[config.mk]
export PLATFORM = sky130hd
export DESIGN_NAME = clk_ctrl
export DESIGN_NICKNAME = d
export VERILOG_FILES = /design/src/rtl/clk_ctrl.sv
export SDC_FILE = /design/constraint.sdc
export NUM_CORES = 1
export LEC_CHECK = 0
export ABC_AREA = 1
export ABC_CLOCK_PERIOD_IN_PS = 3100
export CAP_MARGIN = 20
export CORE_MARGIN = 1.5
export CORE_UTILIZATION = 55
export CTS_BUF_LIST = sky130_fd_sc_hd__clkbuf_2 sky130_fd_sc_hd__clkbuf_4 sky130_fd_sc_hd__clkbuf_8
export CTS_CLUSTER_DIAMETER = 200
export DETAILED_ROUTE_END_ITERATION = 8
export HOLD_SLACK_MARGIN = 0.02
export PLACE_DENSITY = 0.85
export REMOVE_ABC_BUFFERS = 1
export SYNTH_ARGS = -nofsm -noshare
export SYNTH_HDL_FRONTEND = slang
export SYNTH_SLANG_ARGS = --single-unit
[constraint.sdc]
create_clock -name clk -period 3.1 [get_ports clk]
set_clock_uncertainty 0.05 [all_clocks]
set_input_delay 0.62 -clock clk [delete_from_list [all_inputs] [get_ports clk]]
set_output_delay 0.62 -clock clk [all_outputs]
set_load 0.01 [all_outputs]
[src/rtl/clk_ctrl.sv]
`default_nettype none
// ============================================================================
// clk_ctrl : CPU clock-enable controller (HALT/RUN/DIV/STEP, sticky halt)
// Rev 1.0
// ============================================================================
module clk_ctrl #(
  parameter int DIV_W     = 21,
  parameter int DB_CYCLES = 16
) (
  input  logic             clk,
  input  logic             rst,
  input  logic [1:0]       mode,
  input  logic [DIV_W-1:0] div_val,
  input  logic             step_btn,
  input  logic             halt_req,
  input  logic             resume,
  output logic             cpu_ce,
  output logic             halted,
  output logic [1:0]       state,
  output logic [31:0]      cycle_cnt
);

  localparam int c_DB_W = $clog2(DB_CYCLES + 1);

  typedef enum logic [1:0] {
    ST_HALT = 2'b00,
    ST_RUN  = 2'b01,
    ST_DIV  = 2'b10,
    ST_STEP = 2'b11
  } state_t;

  state_t              r_state;
  state_t              w_state_nxt;
  logic                r_halted;
  logic                w_halted_nxt;
  logic                r_cpu_ce;
  logic                w_ce_nxt;
  logic [31:0]         r_cycle_cnt;
  logic [DIV_W-1:0]    r_div_cnt;
  logic [DIV_W-1:0]    w_div_cnt_nxt;
  logic                r_sync1;
  logic                r_sync2;
  logic                r_db_stable;
  logic                w_db_stable_nxt;
  logic [c_DB_W-1:0]   r_db_cnt;
  logic [c_DB_W-1:0]   w_db_cnt_nxt;
  logic                w_db_rise;

  // Debounce: count consecutive samples that disagree with the stable level.
  always_comb begin
    w_db_stable_nxt = r_db_stable;
    w_db_cnt_nxt    = '0;
    if (r_sync2 != r_db_stable) begin
      if (r_db_cnt == c_DB_W'(DB_CYCLES - 1)) begin
        w_db_stable_nxt = r_sync2;
      end else begin
        w_db_cnt_nxt = r_db_cnt + c_DB_W'(1);
      end
    end
    w_db_rise = w_db_stable_nxt & ~r_db_stable;
  end

  always_comb begin
    w_halted_nxt  = r_halted;
    w_state_nxt   = state_t'(mode);
    w_ce_nxt      = 1'b0;
    w_div_cnt_nxt = '0;
    if (halt_req) begin
      w_halted_nxt = 1'b1;
    end else if (resume) begin
      w_halted_nxt = 1'b0;
    end
    if (w_halted_nxt) begin
      w_state_nxt = ST_HALT;
    end
    case (w_state_nxt)
      ST_RUN:  w_ce_nxt = 1'b1;
      // Entry edge only clears the count, so the first pulse lands div_val+1 cycles in.
      ST_DIV: begin
        if (r_state == ST_DIV) begin
          if (r_div_cnt >= div_val) begin
            w_ce_nxt = 1'b1;
          end else begin
            w_div_cnt_nxt = r_div_cnt + DIV_W'(1);
          end
        end
      end
      ST_STEP: w_ce_nxt = w_db_rise;
      default: w_ce_nxt = 1'b0;
    endcase
  end

  always_ff @(posedge clk) begin
    if (rst) begin
      r_state     <= ST_HALT;
      r_halted    <= 1'b0;
      r_cpu_ce    <= 1'b0;
      r_cycle_cnt <= '0;
      r_div_cnt   <= '0;
      r_sync1     <= 1'b0;
      r_sync2     <= 1'b0;
      r_db_stable <= 1'b0;
      r_db_cnt    <= '0;
    end else begin
      r_state     <= w_state_nxt;
      r_halted    <= w_halted_nxt;
      r_cpu_ce    <= w_ce_nxt;
      r_cycle_cnt <= r_cycle_cnt + {31'd0, r_cpu_ce};
      r_div_cnt   <= w_div_cnt_nxt;
      r_sync1     <= step_btn;
      r_sync2     <= r_sync1;
      r_db_stable <= w_db_stable_nxt;
      r_db_cnt    <= w_db_cnt_nxt;
    end
  end

  assign cpu_ce    = r_cpu_ce;
  assign halted    = r_halted;
  assign state     = r_state;
  assign cycle_cnt = r_cycle_cnt;

endmodule
`default_nettype wire

==> run_results.csv, run 1 <==
group,metric,value,unit
status,outcome,"finished with violations",
status,violations,"design-rule violations",
drt,top_layer_used,"met4",
drt,via_count,3694,
setup_path,crit_arrival,2.49,ns
drt,wl_met3,571,um
logic_synthesis,avgSynthCellArea,6.819,sq um
sta,maxSlewViolCount,0,
cells_and_area,final_common_cell,"nand2_1",
sta,fmax,432.1,MHz
floorplanning,fp.dieH,85.66,um
logic_synthesis,synth_enable_flop_cells,0,
placed_design,numPortBuffers,63,
drt,drc,4,
power_and_ir_drop,power.density,346.0,mW/mm^2
cells_and_area,nNetsFinal,676,
sta,setup_violations,0,
drt,drt-wirelength-per-cell,12.78,um
logic_synthesis,synth_cell_types,30,
drt,drt_iter0_markers,204,
logic_synthesis,synth_warnings,0,
setup_path,end_kind,"register",
grt,grt_usage,0.2607,
placed_design,dp_hpwl,7136,um
floorplanning,rows,29,
drt,wl,8987,um
drt,drtAntennaViolNets,0,
sta,hold_viol_final,0,
setup_path,cp_max_fo,21,
sta,rsz0062_at_grt,"false",
clock_network,cts_buffers,9,
grt,grt_pass1_vias,3467,
floorplanning,ioPinCount,64,
placed_design,gp_congestion,0.9110,
drt,wl_met2,4235,um
clock_network,root_buffer,"clkbuf_8",
clock_network,cts_tree,"done",
clock_network,htree_levels,3,
clock_network,clk_pin_slew_worst_paths,0.07,ns
floorplanning,fp.dieW,85.66,um
clock_network,cts_setup_buffers,0,
power_and_ir_drop,max-vdd-ir-drop,0.3240,mV
floorplanning,die-area,0.007337,sq mm
flow_run,cap_violations,0,
logic_synthesis,synth_top_flop_cell,"dfxtp_1",
sta,relSlewSlack,0.7428,
clock_network,ctsResizeCount,0,
drt,wl_met1,3961,um
power_and_ir_drop,leakagePower,1.779,nW
grt,grt_pass1_wl,15260,um
sta,fin_crit_sh,0.7466,
setup_path,start_kind,"input pin",
drt,drt-pass1-iter-count,7,
logic_synthesis,synth_seq_cells,65,
cells_and_area,antenna_cells,0,
grt,antenna_found_initial,0,
clock_network,cts.sinks,65,
cells_and_area,fin_cells,703,
logic_synthesis,netlist_instances,551,
floorplanning,start_util,0.5818,
worst_hold_path,min_path_type,"reg -> reg",
placed_design,dpl.cell_count,688,
placed_design,dp_slack,0.4929,ns
clock_network,cts_buffer_depth,2,
logic_synthesis,syn-cell-area,0.003757,sq mm
floorplanning,core_area,0.006459,sq mm
drt,viasPerCell,5.255,
cells_and_area,syn_to_final_growth,24.08,%
grt,gr-total-overflow,0,
grt,grt_max_degree,30,
cells_and_area,layout-drive-gt1-share,0.07188,
setup_path,critPathRequiredTime,3.27,ns
sta,min_period,2.314,ns
clock_network,clock_latency,0.34,ns
setup_path,worst-setup-path-type,"in -> reg",
logic_synthesis,seq_area_frac_synth,0.3463,
sta,worst_slack,0.7857,ns
logic_synthesis,synthArstFlopShare,0,
cells_and_area,final_cell_mix,"nand2_1 (135), nor2_1 (91), inv_1 (81)",
sta,tightestPinTransition,0.3842,ns
clock_network,cts_hold_buf,0,
sta,setup_tns,0,ns
[final cells by class]
type | count | area, sq um
clock buffers | 11 | 138.9
well taps | 77 | 96.34
clock inverters | 4 | 45.04
repair buffers | 65 | 645.6
flip-flops and latches | 65 | 1301
multi-input cells | 393 | 2105
fillers | 538 | 1797
inverters | 88 | 330.3
[worst paths after layout]
check                                   start            end  slack, ns  depth (start not counted)
worst max-delay path              div_val[15]  r_div_cnt[11]       0.79                         11
worst min-delay path                  r_sync1        r_sync2       0.37                          2
worst max register to register  r_div_cnt[16]  r_div_cnt[11]       1.19                          9
worst min register to register        r_sync1        r_sync2       0.37                          2
[metal layers]
metal | track usage | vias up
li1 | - | 1878
met1 | 0.3208 | 1668
met2 | 0.4424 | 122
met3 | 0.06833 | 26
met4 | 0.08944 | 0
met5 | 0 | -
[through the flow]
step | cell area, sq um | util | hold slack (ns) | total power, W
after floorplan | 3736 | - | 0.3383 | 0.0008940
after global placement | 4478 | 0.6933 | 0.3534 | 0.0009471
after detailed placement | 4478 | 0.6933 | 0.3632 | 0.0009512
after CTS | 4662 | 0.7218 | 0.3719 | 0.001626
after global routing | 4662 | 0.7218 | 0.4045 | 0.001678
final | 4662 | 0.7218 | 0.3654 | 0.001613
[cells in the mapped netlist (2+ instances only)]
master	count	area share
o21ai_0	10	0.013
inv_2	6	0.0060
inv_1	81	0.081
ha_1	26	0.087
nor2_1	91	0.091
a21oi_1	33	0.044
nand4_1	11	0.018
nor3_2	7	0.019
clkbuf_1	3	0.0030
nand3b_1	11	0.022
xor2_1	14	0.033
dfxtp_1	65	0.35
xnor2_1	4	0.0093
nor3_1	10	0.013
nand3_1	16	0.021
o21a_1	3	0.0060
nor2_4	6	0.018
buf_2	2	0.0027
nand2_1	135	0.13
nor2_2	6	0.010
a21o_1	2	0.0040
[where the power goes]
part	total [W]	internal [W]	switching (W)	leakage, nW
Sequential	0.000843	0.000840	0.00000310	0.525
Combinational	0.0000895	0.0000499	0.0000396	1.15
Clock	0.000681	0.000381	0.000300	0.0998
Total	0.00161	0.00127	0.000343	1.78
[cell families (layout without fill, tap and decap cells)]
family | after synthesis | in the layout | synth area share
adders and majority gates | 26 | 26 | 0.08658
xor gates and xnor gates | 18 | 18 | 0.04196
AOI/OAI and AO/OA | 53 | 53 | 0.07659
DFF | 65 | 65 | 0.3463
and+or+nand+nor | 296 | 296 | 0.3550
buffers and inverters | 93 | 168 | 0.09357
[critical path, cell delays in order]
cell             delay, ns
clkdlybuf4s50_1       0.47
inv_1                 0.05
ha_1                  0.27
nand2_1               0.07
nor2_1                0.25
nand2_1               0.12
nor2_1                0.12
o21ai_1               0.09
nand4_1               0.10
buf_4                 0.25
nor2_1                0.07
[flip-flops by register name (all words and copies together) (netlist names)]
name         cells
r_db_stable      1
r_sync2          1
cpu_ce           1
state            2
halted           1
r_div_cnt       21
cycle_cnt       32
r_sync1          1
r_db_cnt         5
Note: power is estimated with default switching activity, not from simulation.
==> run 2, diff against run 1 <==
- ABC_CLOCK_PERIOD_IN_PS: 3100 -> 2100
- CORE_UTILIZATION: 55 -> 50
- PLACE_DENSITY: 0.85 -> 0.82
- clock period: 3.1 -> 2.1 ns (I/O delays scaled with it)
==> run 2 against run 1 <==
The run now ends clean. Cell area is 1.7% higher. Global-route usage is 2.0 points lower. Non-clock buffer count is 1 higher. Flip-flop and latch count stayed put. Setup slack worse by 0.66 ns. Largest power group unchanged. Clock power is 67% higher. Hold slack worse by 0.0059 ns. Critical path depth stayed put. Largest cell class unchanged.
==> run_results.csv, run 2 (synthesis gave the netlist of run 1 again) <==
group,metric,value,unit
status,outcome,"complete, no violations",
power_and_ir_drop,power.density,531.2,mW/mm^2
floorplanning,fp.dieW,89.69,um
sta,tightestPinTransition,0.4105,ns
setup_path,crit_arrival,2.17,ns
grt,antenna_found_initial,0,
cells_and_area,final_cell_mix,"nand2_1 (135), nor2_1 (90), inv_1 (81)",
clock_network,htree_levels,3,
cells_and_area,layout-drive-gt1-share,0.07643,
clock_network,cts_buffer_depth,2,
power_and_ir_drop,max-vdd-ir-drop,0.4470,mV
sta,fmax,506.4,MHz
drt,viasPerCell,5.065,
clock_network,cts_tree,"done",
floorplanning,die-area,0.008043,sq mm
floorplanning,core_area,0.007253,sq mm
placed_design,dp_slack,-0.2244,ns
cells_and_area,final_cell_area,0.004743,sq mm
sta,rsz0062_at_grt,"false",
floorplanning,rows,31,
placed_design,numPortBuffers,63,
setup_path,critPathRequiredTime,2.30,ns
setup_path,start_kind,"input pin",
clock_network,root_buffer,"clkbuf_8",
setup_path,r2r_end,"cycle_cnt[18]",
sta,setup_violations,0,
worst_hold_path,worstHoldStart,"r_sync1",
setup_path,end_kind,"register",
sta,hold_viol_final,0,
clock_network,cts_setup_buffers,0,
drt,drc,0,
drt,via_count,3682,
flow_run,cap_violations,0,
clock_network,cts.sinks,65,
drt,drt-pass1-iter-count,5,
placed_design,gp_congestion,0.8928,
worst_hold_path,hold_end,"r_sync2",
grt,grt_max_degree,30,
worst_hold_path,holdPathStages,2,
sta,relSlewSlack,0.7251,
setup_path,rrSetupSlack,0.23,ns
cells_and_area,antenna_cells,0,
cells_and_area,final_common_cell,"nand2_1",
cells_and_area,largest_register_ffs,32,
setup_path,crit_start,"div_val[16]",
worst_hold_path,min_path_type,"reg -> reg",
clock_network,clock_latency,0.35,ns
sta,fin_crit_sh,0.9403,
drt,drtAntennaViolNets,0,
grt,gr-total-overflow,0,
clock_network,clk_pin_slew_worst_paths,0.07,ns
cells_and_area,nNetsFinal,677,
drt,drt_iter0_markers,261,
grt,grt_pass1_wl,14660,um
sta,min_period,1.975,ns
floorplanning,ioPinCount,64,
drt,wl,8991,um
power_and_ir_drop,leakagePower,1.795,nW
grt,grt_usage,0.2411,
setup_path,rr_startpoint,"cycle_cnt[0]",
setup_path,rr_worst_depth,9,
power_and_ir_drop,total_power,0.002520,W
clock_network,cts_buffers,9,
sta,maxSlewViolCount,0,
setup_path,worst-setup-path-type,"in -> reg",
floorplanning,start_util,0.5180,
setup_path,cp_max_fo,21,
grt,grt_pass1_vias,3378,
placed_design,placed_cell_area,0.004526,sq mm
sta,worst_slack,0.1254,ns
sta,setup_tns,0,ns
cells_and_area,finish.utilization,0.6540,
drt,drt-wirelength-per-cell,12.37,um
placed_design,dp_hpwl,6979,um
cells_and_area,syn_to_final_growth,26.24,%
floorplanning,fp.dieH,89.69,um
-- run 2: changes by cell type in the layout (fill, tap and decap cells not counted), moves of 2 or more --
cell / previous run / this run
clkbuf_8: 9 / 12
clkbuf_4: 2 / 0
clkinv_2: 3 / 1
clkinvlp_4: 0 / 2
-- run 2: area by class of cell --
cell class / instances / area (sq um)
multi-input combinational: 393 / 2107
clock buffer: 12 / 165.2
clock inverter: 4 / 50.05
sequential: 65 / 1301
inverter: 88 / 330.3
timing repair buffer: 66 / 665.6
tap: 99 / 123.9
fill: 655 / 2510
-- run 2: critical path, stage by stage --
cell,delay [ns]
clkdlybuf4s50_1,0.45
inv_1,0.04
ha_1,0.28
nand2_1,0.06
nor2_1,0.22
nand2_1,0.11
nor2_1,0.11
o21ai_1,0.09
nand4_1,0.15
buf_12,0.17
nor2_1,0.05
-- run 2: worst max-delay path by stage --
stage                    end  slack (ns)  cells after the start
3_5_place_dp   r_div_cnt[17]       -0.22                     11
3_3_place_gp    r_div_cnt[6]       -0.17                     11
4_1_cts         r_div_cnt[8]        0.14                     11
6_report       r_div_cnt[16]        0.13                     11
5_1_grt         r_div_cnt[9]       0.005                     11
2_1_floorplan   r_div_cnt[0]        0.18                      8
-- run 2: report_power, final --
part / leakage (nW) / internal (W) / switching [W]
logic: 1.17 / 0.0000750 / 0.0000582
registers: 0.525 / 0.00124 / 0.00000459
clock network: 0.105 / 0.000643 / 0.000500
-- run 2: metal layers --
layer,part of all wire,global-route usage,up-vias
met5,0,0,-
met4,0.022,0.08951,0
met3,0.074,0.07038,21
met2,0.45,0.3874,142
met1,0.45,0.3067,1635
li1,-,-,1884
-- run 2: per-stage QoR --
step,cells,hold WS (ns)
after detailed placement,711,0.3582
after global routing,727,0.3732
after global placement,711,0.3596
after floorplan,546,0.3383
after CTS,727,0.3690
final,727,0.3595
-- run 2: timing repair --
item,4_1_cts,5_1_grt
hold buffers,0,0
gates resized for setup,0,1
setup endpoints to repair,0,13
